File: config.mk
export PLATFORM = sky130hd
export DESIGN_NAME = aes_round_sequencer
export DESIGN_NICKNAME = d
export VERILOG_FILES = /design/src/rtl/aes_seq_pkg.sv /design/src/rtl/aes_round_sequencer_round_key_xor.sv /design/src/rtl/aes_round_sequencer.sv
export SDC_FILE = /design/constraint.sdc
export NUM_CORES = 1
export LEC_CHECK = 0
export ABC_AREA = 1
export CAP_MARGIN = 20
export CORE_AREA = 3 3 355 357
export CTS_BUF_LIST = sky130_fd_sc_hd__clkbuf_4 sky130_fd_sc_hd__clkbuf_8
export DETAILED_ROUTE_END_ITERATION = 16
export DIE_AREA = 0 0 358 360
export GPL_ROUTABILITY_DRIVEN = 0
export HOLD_SLACK_MARGIN = 0.12
export PLACE_DENSITY_LB_ADDON = 0.08
export RECOVER_POWER = 50
export SYNTH_ARGS = -nofsm -noshare
export SYNTH_HDL_FRONTEND = slang
export SYNTH_HIERARCHICAL = 1
export SYNTH_SLANG_ARGS = --single-unit
File: constraint.sdc
create_clock -name clk -period 9.71 [get_ports clk]
set_clock_uncertainty 0.05 [all_clocks]
set_input_delay 2.4275 -clock clk [delete_from_list [all_inputs] [get_ports clk]]
set_output_delay 2.4275 -clock clk [all_outputs]
set_load 0.02 [all_outputs]
File: src/rtl/aes_seq_pkg.sv
// aes_seq_pkg: definitions shared by the AES round sequencer files.
//   - seq_state_e : sequencer FSM encoding (IDLE, ROUND, FINAL, DONE)
//   - AES_BLOCK_W : AES block / state width in bits
//   - NR_AES*     : round counts for the three AES key sizes
package aes_seq_pkg;

    localparam int AES_BLOCK_W = 128;

    localparam int NR_AES128 = 10;
    localparam int NR_AES192 = 12;
    localparam int NR_AES256 = 14;

    typedef enum logic [1:0] {
        IDLE  = 2'd0,
        ROUND = 2'd1,
        FINAL = 2'd2,
        DONE  = 2'd3
    } seq_state_e;

endpackage

File: src/rtl/aes_round_sequencer_round_key_xor.sv
// round_key_xor: AddRoundKey step, a plain 128-bit XOR of data and round key.
// Ports:
//   data_i : block entering AddRoundKey
//   key_i  : round key
//   data_o : data_i ^ key_i
module round_key_xor
    import aes_seq_pkg::*;
(
    input  logic [AES_BLOCK_W-1:0] data_i,
    input  logic [AES_BLOCK_W-1:0] key_i,
    output logic [AES_BLOCK_W-1:0] data_o
);

    assign data_o = data_i ^ key_i;

endmodule

File: src/rtl/aes_round_sequencer.sv
// aes_round_sequencer: iterative AES encryption controller. It owns the
// 128-bit state register and runs one cipher round per clock. The
// SubBytes+ShiftRows and MixColumns units are external and combinational.
// Round keys come from an external key store that is addressed by rk_index.
//
// Ports:
//   clk, reset             : clock; asynchronous active-high reset
//   start_valid/ready      : plaintext handshake (ready only in IDLE)
//   plaintext              : sampled on the accepting edge only
//   rk_index / rk_data     : key store address / key data (same cycle)
//   sub_in / sub_out       : state to / result from SubBytes+ShiftRows
//   mix_in / mix_out       : sub_out to / result from MixColumns
//   out_valid/out_ready    : ciphertext handshake
//   ciphertext             : the state register
//   abort                  : only with SEQ_ABORT_EN defined; drops the
//                            block in flight and returns to IDLE
//
// Build option: define SEQ_ABORT_EN to add the abort input.
module aes_round_sequencer
    import aes_seq_pkg::*;
#(
    parameter int NUM_ROUNDS = NR_AES128,
    parameter int RIDX_W     = 4
) (
    input  logic              clk,
    input  logic              reset,
`ifdef SEQ_ABORT_EN
    input  logic              abort,
`endif
    input  logic              start_valid,
    output logic              start_ready,
    input  logic [127:0]      plaintext,
    output logic [RIDX_W-1:0] rk_index,
    input  logic [127:0]      rk_data,
    output logic [127:0]      sub_in,
    input  logic [127:0]      sub_out,
    output logic [127:0]      mix_in,
    input  logic [127:0]      mix_out,
    output logic              out_valid,
    input  logic              out_ready,
    output logic [127:0]      ciphertext
);

    seq_state_e               state_q;
    logic [RIDX_W-1:0]        rnd_q;
    logic [AES_BLOCK_W-1:0]   state_reg_q;
    logic                     out_valid_q;
    logic                     start_ready_q;

    logic                     abort_w;
    logic [AES_BLOCK_W-1:0]   xor_din;
    logic [AES_BLOCK_W-1:0]   xor_dout;

`ifdef SEQ_ABORT_EN
    assign abort_w = abort;
`else
    assign abort_w = 1'b0;
`endif

    // A single AddRoundKey unit serves every round. Its data input is selected
    // by phase: plaintext for round 0, MixColumns output for the middle
    // rounds, and SubBytes+ShiftRows output for the last round.
    always_comb begin
        xor_din = mix_out;
        case (state_q)
            IDLE:    xor_din = plaintext;
            FINAL:   xor_din = sub_out;
            default: xor_din = mix_out;
        endcase
    end

    round_key_xor u_rkx (
        .data_i (xor_din),
        .key_i  (rk_data),
        .data_o (xor_dout)
    );

    always_comb begin
        rk_index = RIDX_W'(NUM_ROUNDS);
        case (state_q)
            IDLE:    rk_index = '0;
            ROUND:   rk_index = rnd_q;
            default: rk_index = RIDX_W'(NUM_ROUNDS);
        endcase
    end

    always_ff @(posedge clk or posedge reset) begin
        if (reset) begin
            state_q       <= IDLE;
            rnd_q         <= '0;
            state_reg_q   <= '0;
            out_valid_q   <= 1'b0;
            start_ready_q <= 1'b1;
        end else if (abort_w && state_q != IDLE) begin
            // abort takes priority over out_ready in DONE
            state_q       <= IDLE;
            rnd_q         <= '0;
            state_reg_q   <= '0;
            out_valid_q   <= 1'b0;
            start_ready_q <= 1'b1;
        end else begin
            case (state_q)
                IDLE: begin
                    if (start_valid && start_ready_q) begin
                        state_reg_q   <= xor_dout;
                        rnd_q         <= RIDX_W'(1);
                        start_ready_q <= 1'b0;
                        state_q       <= (NUM_ROUNDS == 1) ? FINAL : ROUND;
                    end
                end
                ROUND: begin
                    state_reg_q <= xor_dout;
                    rnd_q       <= rnd_q + RIDX_W'(1);
                    if (rnd_q == RIDX_W'(NUM_ROUNDS - 1))
                        state_q <= FINAL;
                end
                FINAL: begin
                    state_reg_q <= xor_dout;
                    out_valid_q <= 1'b1;
                    state_q     <= DONE;
                end
                DONE: begin
                    // the state register holds its value until the consumer
                    // takes the ciphertext
                    if (out_ready) begin
                        state_q       <= IDLE;
                        rnd_q         <= '0;
                        out_valid_q   <= 1'b0;
                        start_ready_q <= 1'b1;
                    end
                end
                default: state_q <= IDLE;
            endcase
        end
    end

    assign start_ready = start_ready_q;
    assign out_valid   = out_valid_q;
    assign ciphertext  = state_reg_q;
    assign sub_in      = state_reg_q;
    assign mix_in      = sub_out;

endmodule

==> key figures, run 1 <==
GRT
  • Initial antenna violation count: 10
  • First-pass GRT wire length: 102400 um
  • Global route total overflow: 0
  • Vias in the first global route: about 14000
  • Pin count of the biggest net entering global routing: 71
  • Total track usage: 10.99%

Power and ir drop
  • Sequential Power Share: 19.8%
  • Internal: 2913 uW
  • Sw Pwr: between 3000 and 4000 uW
  • Net Sw Frac: 53.76%
  • Power share of the clock group: 8.7%
  • Comb power frac: 71.4%
  • Leak pwr: 0.01021 uW
  • Pwr dens: 295.2 mW/mm^2
  • Worst vdd ir: 0.1588 mV

Status
  • Failing checks: max-capacitance violations, max-slew violations
  • Status: finished, violations left

Routing
  • Post-DRT Antenna Nets: 0
  • Drt wl/cell: 17.30 um
  • Detailed Route Iter0 Violations: between 500 and 600
  • DRC Markers: 0
  • Drt pass-1 iters: 4
  • Total wire length: 72730 um
  • Vias per cell: approximately 3.2
  • Routed via count: 13614

Logic synthesis
  • Mux contribution to synthesized area: 0%
  • Most common cell in the synthesized netlist: nand2_1
  • Synth cell types: 17
  • Xor/xnor share of the synthesized area: 0%
  • Post-synthesis cell count: approximately 1900
  • Post-synthesis compound-gate area fraction: 8.478%
  • Number of synthesized flops with an enable pin: 0
  • Syn_nets: approximately 2500
  • Top-area cell type share of the netlist area: 28.72%
  • Post-synthesis adder-cell area fraction: 0.8352%
  • Yosys warns: 6
  • Ranking of synthesized cells by area: nand2_1 29%, dfrtp_1 28%, buf_4 16%, inv_1 8.4%, a22oi_1 8.0%
  • Fraction of registers with async set/reset: 100.0%
  • Largest family of logic cells by synthesized area: simple AND/OR/NAND/NOR gates
  • Mean area per synthesized cell: slightly above 6 sq um
  • Post-synthesis instance area: 0.01198 sq mm
  • Yosys top cell by area: nand2_1
  • Post-synthesis sequential area ratio: 28.41%
  • Register bit total from synthesis: roughly 140
  • Most used flip-flop cell after synthesis: dfrtp_1
  • Synth Area in Simple Gates: between 30% and 40%
  • Synth top cells by count: 917 x nand2_1, 269 x inv_1, 256 x buf_4

Die
  • Initial Util: approximately a tenth
  • Die width: 358 um
  • Cell Rows: 129
  • Num ports: 906
  • Die span in y: between 300 and 400 um
  • Core region area: 0.1233 sq mm
  • Die area: 0.1289 sq mm

Cells and area
  • Design Area, Final: 0.02134 sq mm
  • Layout cell share with drive strength beyond 1: 1.915%
  • Nets: 3070
  • Footprint of the multi-input gates: ~0.0053 sq mm
  • Layout area overhead: 78.08%
  • Reg area: 0.003405 sq mm
  • Fill cells: 14085

STA
  • Tightest Pin Transition: 3.799 ns
  • Fin. Hold Viols: 0
  • Fin crit share: 70.17%
  • Fmax: 0.1468 GHz
  • Max-slew headroom: -153.3%
  • Fin crit period: 6.813 ns
  • Final slew viol count: a little over 300
  • Minimum hold slack: 0.4468 ns
  • Setup violations, final: 0
  • RSZ-0062 raised after global routing: false
  • Post-route setup TNS: 0 ns
  • Setup slack after layout: roughly 2.9 ns

Worst setup path
  • Reg-to-reg slack, setup: roughly 4.6 ns
  • Crit end category: async pin
  • CP Launch Type: input pin
  • Reg2reg start: state_q[0]
  • Crit Path Max Fanout: 60
  • Reg2Reg Depth: 7
  • Crit path arrival time: 6.57 ns
  • Kind of critical path: in -> async
  • Critical Path RT: 9.47 ns
  • Reg-to-reg critical path endpoint: ciphertext[74]

Run
  • Max-Cap Viols: 5

CTS
  • Clock Tree Buf Depth: 2
  • CTS tree: done
  • CTS sink count: approximately 140
  • Total CTS buffers: 17
  • Clock latency on the worst-skew pair: 0.56 ns
  • Clock transition at the registers of the reported paths: 0.09 ns
  • Root buf cell: clkbuf_8
  • # hold bufs at CTS: 0
  • H-tree depth: 4
  • Setup Fix Bufs, Post-CTS: 0
  • PostCTS Resize Cnt: 0

Place
  • # port buffers: 905
  • Pre-CTS setup slack: about 3.6 ns
  • Hpwl dp: 59820 um
  • Post-DP Area: 0.02094 sq mm

Worst hold path
  • Hold_sp: ciphertext[107]
  • Worst hold path class: reg -> reg
  • Hold Crit Endpoint: ciphertext[107]
  • Hold depth: 2
state kept, by name, indices dropped and copies added, names as in the netlist:
register / flops
start_ready: 1
state_q: 2
ciphertext: 128
out_valid: 1
rnd_q: 4
power groups by stage:
stage	sequential [uW]	clock [uW]	combinational, uW
2_1_floorplan	1390	0	2610
3_3_place_gp	1290	0	4670
3_5_place_dp	1300	0	4660
4_1_cts	1290	609	4670
5_1_grt	1310	620	5020
6_report	1250	550	4500
cells in the final DEF, fill, tap and decap left out:
cell type and n:
buf_4 9, nand4_1 1, ha_4 2, a21oi_1 1
nor2_1 1, bufinv_16 3, or2_2 2, inv_6 5
nand3b_1 2, clkbuf_8 17, clkinvlp_4 5, clkinv_2 2
clkbuf_4 1, o21ai_0 10, a22oi_1 128, dlygate4sd3_1 62
inv_1 267, nor2_4 1, clkinvlp_2 1, nand2_1 917
dfrtp_1 135, clkdlybuf4s50_1 843, diode_2 8, dfstp_2 1
ha_1 6, clkbuf_1 5, nand3_1 132
stage by stage:
| step | util, % | instances | total power (uW) |
|---|---|---|---|
| finish | 17.31 | 4204 | 6301 |
| global route | 17.30 | 4201 | 6948 |
| CTS | 17.32 | 4196 | 6570 |
| detailed placement | 16.98 | 4164 | 5954 |
| global placement | 16.98 | 4164 | 5953 |
| floorplan | - | 1948 | 3996 |
routing by layer:
layer	up-vias	GRT usage (%)	routed length [um]
met5	-	0	42
met4	6	2.344	711
met3	31	2.559	3937
met2	438	20.87	39330
met1	6239	12.27	28710
li1	6900	-	-
how the worst max path moves through the flow:
stage	cells after the start	end	from	slack, ns
CTS	2	mix_in[9]	sub_out[9]	3.56
floorplan	1	ciphertext[0]	reset	3.59
global placement	2	mix_in[9]	sub_out[9]	3.58
detailed placement	2	mix_in[9]	sub_out[9]	3.57
global route	3	ciphertext[9]	reset	1.92
finish	3	ciphertext[12]	reset	2.90
logic make-up (layout without fill, tap and decap cells):
logic type	after synthesis	in the layout
other cells	0	8
fa+ha+maj	8	8
compound gates	139	139
flops	136	136
buf+inv	609	1220
simple gates	1056	1056
final cells by class:
class                   instances  share of cell area, %
diodes                          8                0.09381
clock inverters                14                 0.8091
clock buffers                  18                  1.132
inverters                     269                  4.761
multi-input cells            1203                  24.80
repair buffers                919                  42.85
well taps                    1637                  9.598
flip-flops and latches        136                  15.95
critical path, stage by stage:
cell and delay [ns]:
dlygate4sd3_1 0.55, clkinvlp_2 0.77, clkbuf_1 2.67
Note: power is estimated with default switching activity, not from simulation.
==> run 2, diff against run 1 <==
--- a/config.mk
+++ b/config.mk
@@ -7,10 +7,10 @@
 export LEC_CHECK = 0
 export ABC_AREA = 1
 export CAP_MARGIN = 20
-export CORE_AREA = 3 3 355 357
+export CORE_AREA = 3 3 349 351
 export CTS_BUF_LIST = sky130_fd_sc_hd__clkbuf_4 sky130_fd_sc_hd__clkbuf_8
 export DETAILED_ROUTE_END_ITERATION = 16
-export DIE_AREA = 0 0 358 360
+export DIE_AREA = 0 0 352 354
 export GPL_ROUTABILITY_DRIVEN = 0
 export HOLD_SLACK_MARGIN = 0.12
 export PLACE_DENSITY_LB_ADDON = 0.08
==> constraint.sdc (replaced) <==
create_clock -name clk -period 6.3 [get_ports clk]
set_clock_uncertainty 0.05 [all_clocks]
set_input_delay 1.575 -clock clk [delete_from_list [all_inputs] [get_ports clk]]
set_output_delay 1.575 -clock clk [all_outputs]
set_load 0.02 [all_outputs]
==> key figures, run 2 (synthesis gave the netlist of run 1 again) <==
Die
  • Die area: 0.1246 sq mm
  • Die width: ~350 um
  • Initial Util: 10.04%
  • Die span in y: roughly 350 um
  • Num ports: a little over 900
  • Cell Rows: 127
  • Core region area: 0.1193 sq mm

CTS
  • Clock latency on the worst-skew pair: 0.56 ns
  • Root buf cell: clkbuf_8
  • # hold bufs at CTS: 0
  • PostCTS Resize Cnt: 0
  • Clock transition at the registers of the reported paths: 0.10 ns
  • Total CTS buffers: 17
  • CTS tree: done
  • Setup Fix Bufs, Post-CTS: 0
  • Clock Tree Buf Depth: 2
  • CTS sink count: ~140
  • H-tree depth: 4

Place
  • Hpwl dp: 59970 um
  • # port buffers: 905
  • Pre-CTS setup slack: 1.834 ns

STA
  • Post-route setup TNS: 0 ns
  • Final slew viol count: 162
  • Setup slack after layout: 1.665 ns
  • RSZ-0062 raised after global routing: false
  • Tightest Pin Transition: between 3 and 4 ns
  • Fin. Hold Viols: 0
  • Fmax: 0.2157 GHz
  • Setup violations, final: 0
  • Max-slew headroom: -150.1%
  • Fin crit share: about three quarters
  • Fin crit period: 4.635 ns

Worst setup path
  • Kind of critical path: reg -> reg
  • Reg-to-reg critical path endpoint: ciphertext[85]
  • Crit end category: flip-flop
  • CP dominant cell by count: nand2_1
  • Critical Path RT: 6.73 ns
  • Kind of cell adding the most delay to the critical path: adder cells
  • Slowest-stage cell, CP: ha_1
  • Crit Path Max Fanout: 50
  • CP Launch Type: flip-flop
  • Critical path buffers and inverters: 4
  • Reg-to-reg slack, setup: 1.66 ns
  • Crit. Startpoint: state_q[0]
  • Reg2Reg Depth: 12
  • Crit path cell chain: inv_1, ha_1, nor2_4, buf_4, buf_4, a22oi_1, nand2_1, inv_1, nand2_1, nand2_1, nand3_1, nand2_1
  • Reg2reg start: state_q[0]
  • Crit path arrival time: 5.06 ns
  • Slowest stage delay, CP: 2.16 ns

Cells and area
  • Nets: just over 3000
  • Commonest non-fill, non-tap cell in the layout: nand2_1
  • Max reg flops: around 130
  • Layout cell share with drive strength beyond 1: approximately 2.0%
  • Most frequent cells in the layout: 916 x nand2_1, 713 x clkdlybuf4s50_1, 267 x inv_1
  • Layout area overhead: 78.05%

Worst hold path
  • Hold depth: 2
  • Hold Crit Endpoint: ciphertext[49]
  • Hold_sp: ciphertext[49]
  • Worst hold path class: reg -> reg

GRT
  • Global route total overflow: 0
  • Total track usage: 11.64%
  • Pin count of the biggest net entering global routing: between 100 and 150
  • Vias in the first global route: between 10000 and 15000
  • Initial antenna violation count: 16
  • First-pass GRT wire length: 105100 um

Power and ir drop
  • Comb power frac: 71.3%
  • Net Sw Frac: between 50% and 60%
  • Leak pwr: 0.01040 uW
  • Pwr dens: 447.7 mW/mm^2
  • Internal: ~4300 uW
  • Sw Pwr: roughly 5200 uW
  • Worst vdd ir: 0.3687 mV
  • Power share of the clock group: under 10%
  • Pwr Total: 9554 uW
  • Sequential Power Share: 19.9%

Routing
  • Drt pass-1 iters: 4
  • Routed via count: 13710
  • Met2 wire length: 41050 um
  • DRC Markers: 0
  • DR top layer: met5
  • Post-Route M1 WL: 28680 um
  • Post-DRT Antenna Nets: 0
  • Metal3 WL: roughly 3700 um
  • Total wire length: roughly 74000 um
  • Drt wl/cell: 17.80 um
  • Detailed Route Iter0 Violations: 580
  • Vias per cell: 3.281

Run
  • Max-Cap Viols: 3

Status
  • Status: finished, violations left
  • Failing checks: max-capacitance violations, max-slew violations
## run 2: changes by cell type in the layout (fill, tap and decap cells not counted), moves of 4 or more
| cell | change |
|---|---|
| clkbuf_1 | -5 |
| clkinvlp_4 | -4 |
| inv_6 | -4 |
| dlygate4sd3_1 | +130 |
| clkinv_2 | +4 |
| clkdlybuf4s50_1 | -130 |
## run 2: power by group through the flow
stage	registers (uW)	clock network (uW)	logic, uW
floorplan	2130	0	4020
global placement	1980	0	7260
detailed placement	1990	0	7240
CTS	1980	927	7270
global route	1990	943	7610
finish	1900	843	6810
## run 2: area by class of cell
type / count / area [sq um]
clock buffers: 19 / 255.2
well taps: 1612 / 2017
clock inverters: 13 / 153.9
fillers: 13531 / 98000
flip-flops and latches: 136 / 3405
repair buffers: 916 / 9179
inverters: 269 / 1016
diodes: 10 / 25.02
multi-input cells: 1203 / 5288
## run 2: worst max-delay path by stage
stage / to / cells after the start / slack [ns]
after floorplan: ciphertext[0] / 1 / 1.04
after global placement: mix_in[94] / 2 / 1.85
after detailed placement: mix_in[94] / 2 / 1.83
after CTS: rk_index[3] / 6 / 1.76
after global routing: ciphertext[85] / 12 / 1.05
final: ciphertext[85] / 12 / 1.66
## run 2: layer usage
layer / global-route usage [%] / up-vias
li1: - / 6895
met5: 0 / -
met4: 3.100 / 6
met2: 22.51 / 417
met3: 2.838 / 34
met1: 12.46 / 6358
## run 2: worst register-to-register path, stage by stage (launching register included)
cell	delay, ns
dfrtp_1	0.45
inv_1	0.18
ha_1	2.16
nor2_4	-0.07
buf_4	0.38
buf_4	0.36
a22oi_1	0.25
nand2_1	0.11
inv_1	0.07
nand2_1	0.04
nand2_1	0.14
nand3_1	0.22
nand2_1	0.21
## run 2: stage by stage
stage	hold WS (ns)	area [sq um]	utilization (%)	std cells
5_1_grt	0.4842	21340	17.88	4177
4_1_cts	0.4709	21340	17.88	4168
6_report	0.4479	21340	17.88	4178
2_1_floorplan	0.4454	11980	-	1948
3_5_place_dp	0.4450	20930	17.54	4136
3_3_place_gp	0.4351	20930	17.54	4136
==> run 3, diff against run 2 <==
==> constraint.sdc (replaced) <==
create_clock -name clk -period 4.8 [get_ports clk]
set_clock_uncertainty 0.05 [all_clocks]
set_input_delay 1.2 -clock clk [delete_from_list [all_inputs] [get_ports clk]]
set_output_delay 1.2 -clock clk [all_outputs]
set_load 0.02 [all_outputs]
==> key figures, run 3 (synthesis gave the netlist of run 1 again) <==
Status
  • Status: finished, violations left
  • Failing checks: max-capacitance violations, max-slew violations

Routing
  • Detailed Route Iter0 Violations: between 500 and 600
  • Routed via count: 13618
  • Drt wl/cell: 17.88 um
  • Drt pass-1 iters: 5
  • Post-DRT Antenna Nets: 0
  • DRC Markers: 0
  • Vias per cell: 3.253
  • Total wire length: ~75000 um

Die
  • Initial Util: about a tenth
  • Die span in y: 354 um
  • Die area: 0.1246 sq mm
  • Die width: 352 um
  • Num ports: just over 900
  • Cell Rows: 127
  • Core region area: 0.1193 sq mm

GRT
  • Vias in the first global route: 14147
  • Pin count of the biggest net entering global routing: 131
  • Total track usage: approximately an eighth
  • Initial antenna violation count: 14
  • Global route total overflow: 0
  • First-pass GRT wire length: ~110000 um

Worst hold path
  • Worst hold path class: reg -> reg

Cells and area
  • Most frequent cells in the layout: 915 x nand2_1, 730 x clkdlybuf4s50_1, 267 x inv_1
  • Commonest non-fill, non-tap cell in the layout: nand2_1
  • Non-filler cells, final: 4186
  • Layout cell share with drive strength beyond 1: 2.185%
  • Fill cells: around 13000
  • Nets: 3074
  • Layout area overhead: 78.96%
  • Max reg flops: 128

CTS
  • # hold bufs at CTS: 0
  • Setup Fix Bufs, Post-CTS: 0
  • Clock Tree Buf Depth: 2
  • Clock latency on the worst-skew pair: 0.56 ns
  • Clock transition at the registers of the reported paths: 0.09 ns
  • CTS tree: done
  • PostCTS Resize Cnt: 0
  • Total CTS buffers: 17
  • CTS sink count: 136
  • Root buf cell: clkbuf_8
  • H-tree depth: 4

STA
  • Max-slew headroom: -25.06%
  • Final slew viol count: 210
  • Minimum hold slack: 0.4438 ns
  • Fin. Hold Viols: 0
  • Fmax: 0.2427 GHz
  • RSZ-0062 raised after global routing: false
  • Setup violations, final: 0
  • Fin crit share: 85.86%
  • Tightest Pin Transition: 1.876 ns
  • Fin crit period: 4.121 ns
  • Post-route setup TNS: 0 ns

Power and ir drop
  • Worst vdd ir: roughly 0.28 mV
  • Pwr dens: just under 600 mW/mm^2
  • Leak pwr: 0.01043 uW
  • Pwr Total: approximately 13000 uW

Place
  • Hpwl dp: approximately 60000 um
  • # port buffers: 905
  • Placed Cells: 4143

Worst setup path
  • Slowest stage delay, CP: ~1.5 ns
  • Slowest-stage cell, CP: nor2_2
  • CP Launch Type: flip-flop
  • Crit path arrival time: ~4.5 ns
  • Crit end category: flip-flop
  • Critical Path RT: 5.19 ns
  • Reg-to-reg slack, setup: 0.68 ns
  • Crit Path Max Fanout: 26
  • Kind of critical path: reg -> reg
  • CP dominant cell by count: nand2_1
  • Crit path cell chain: inv_1, ha_1, nor2_2, buf_12, buf_4, a22oi_1, nand2_1, inv_1, nand2_1, nand2_1, nand3_1, nand2_1

Run
  • Max-Cap Viols: 3
[run 3: changes by cell type in the layout (fill, tap and decap cells not counted), sizes merged]
cell           before  now
buf                11   13
clkbuf             19   29
clkdlybuf4s50     713  730
clkinv              9    5
clkinvlp            2    1
diode              10   11
dlygate4sd3       192  175
[run 3: metrics by stage]
stage | worst slack (ns) | cell area [sq um] | utilization [%]
global placement | 1.096 | 21050 | 17.64
CTS | 0.6208 | 21480 | 18.00
detailed placement | 1.081 | 21050 | 17.64
global route | 0.3082 | 21430 | 17.96
finish | 0.6789 | 21450 | 17.97
floorplan | 1.858 | 11990 | -
[run 3: layout make-up]
cell class                      instances  area [sq um]  area share [%]
Timing Repair Buffer                  923          9268           43.21
Multi-Input combinational cell       1203          5290           24.67
Sequential cell                       136          3405           15.87
Tap cell                             1612          2017           9.404
Inverter                              269          1016           4.737
Clock buffer                           24         305.3           1.423
Clock inverter                          8         118.9          0.5542
Antenna cell                           11         27.53          0.1283
[run 3: per-layer routing]
| layer | global-route usage, % | share of wire (%) | up-vias |
|---|---|---|---|
| li1 | - | - | 6923 |
| met1 | 12.89 | 39 | 6219 |
| met2 | 22.35 | 55 | 429 |
| met3 | 2.818 | 5.0 | 43 |
| met4 | 2.662 | 1.2 | 4 |
| met5 | 0 | 0.036 | - |
[run 3: critical path: cells and delay by family (launching register included)]
kind / cells / cell delay [ns]
DFF: 1 / 0.44
adders and majority gates: 1 / 0.65
buffers and inverters: 4 / 0.76
AOI/OAI and AO/OA: 1 / 0.09
and+or+nand+nor: 6 / 1.94
[run 3: worst paths after layout]
path,cells after the start,endpoint,start
setup / recovery,12,ciphertext[88],state_q[0]
hold / removal,2,ciphertext[111],ciphertext[111]
setup reg to reg,12,ciphertext[88],state_q[0]
hold reg to reg,2,ciphertext[111],ciphertext[111]
max in group asynchronous,3,ciphertext[4],reset
min in group asynchronous,2,ciphertext[46],reset
[run 3: power by group]
part | switching, uW | total [uW] | internal, uW
clock | 537 | 1110 | 575
sequential | 758 | 2500 | 1740
combinational | 5580 | 9090 | 3510
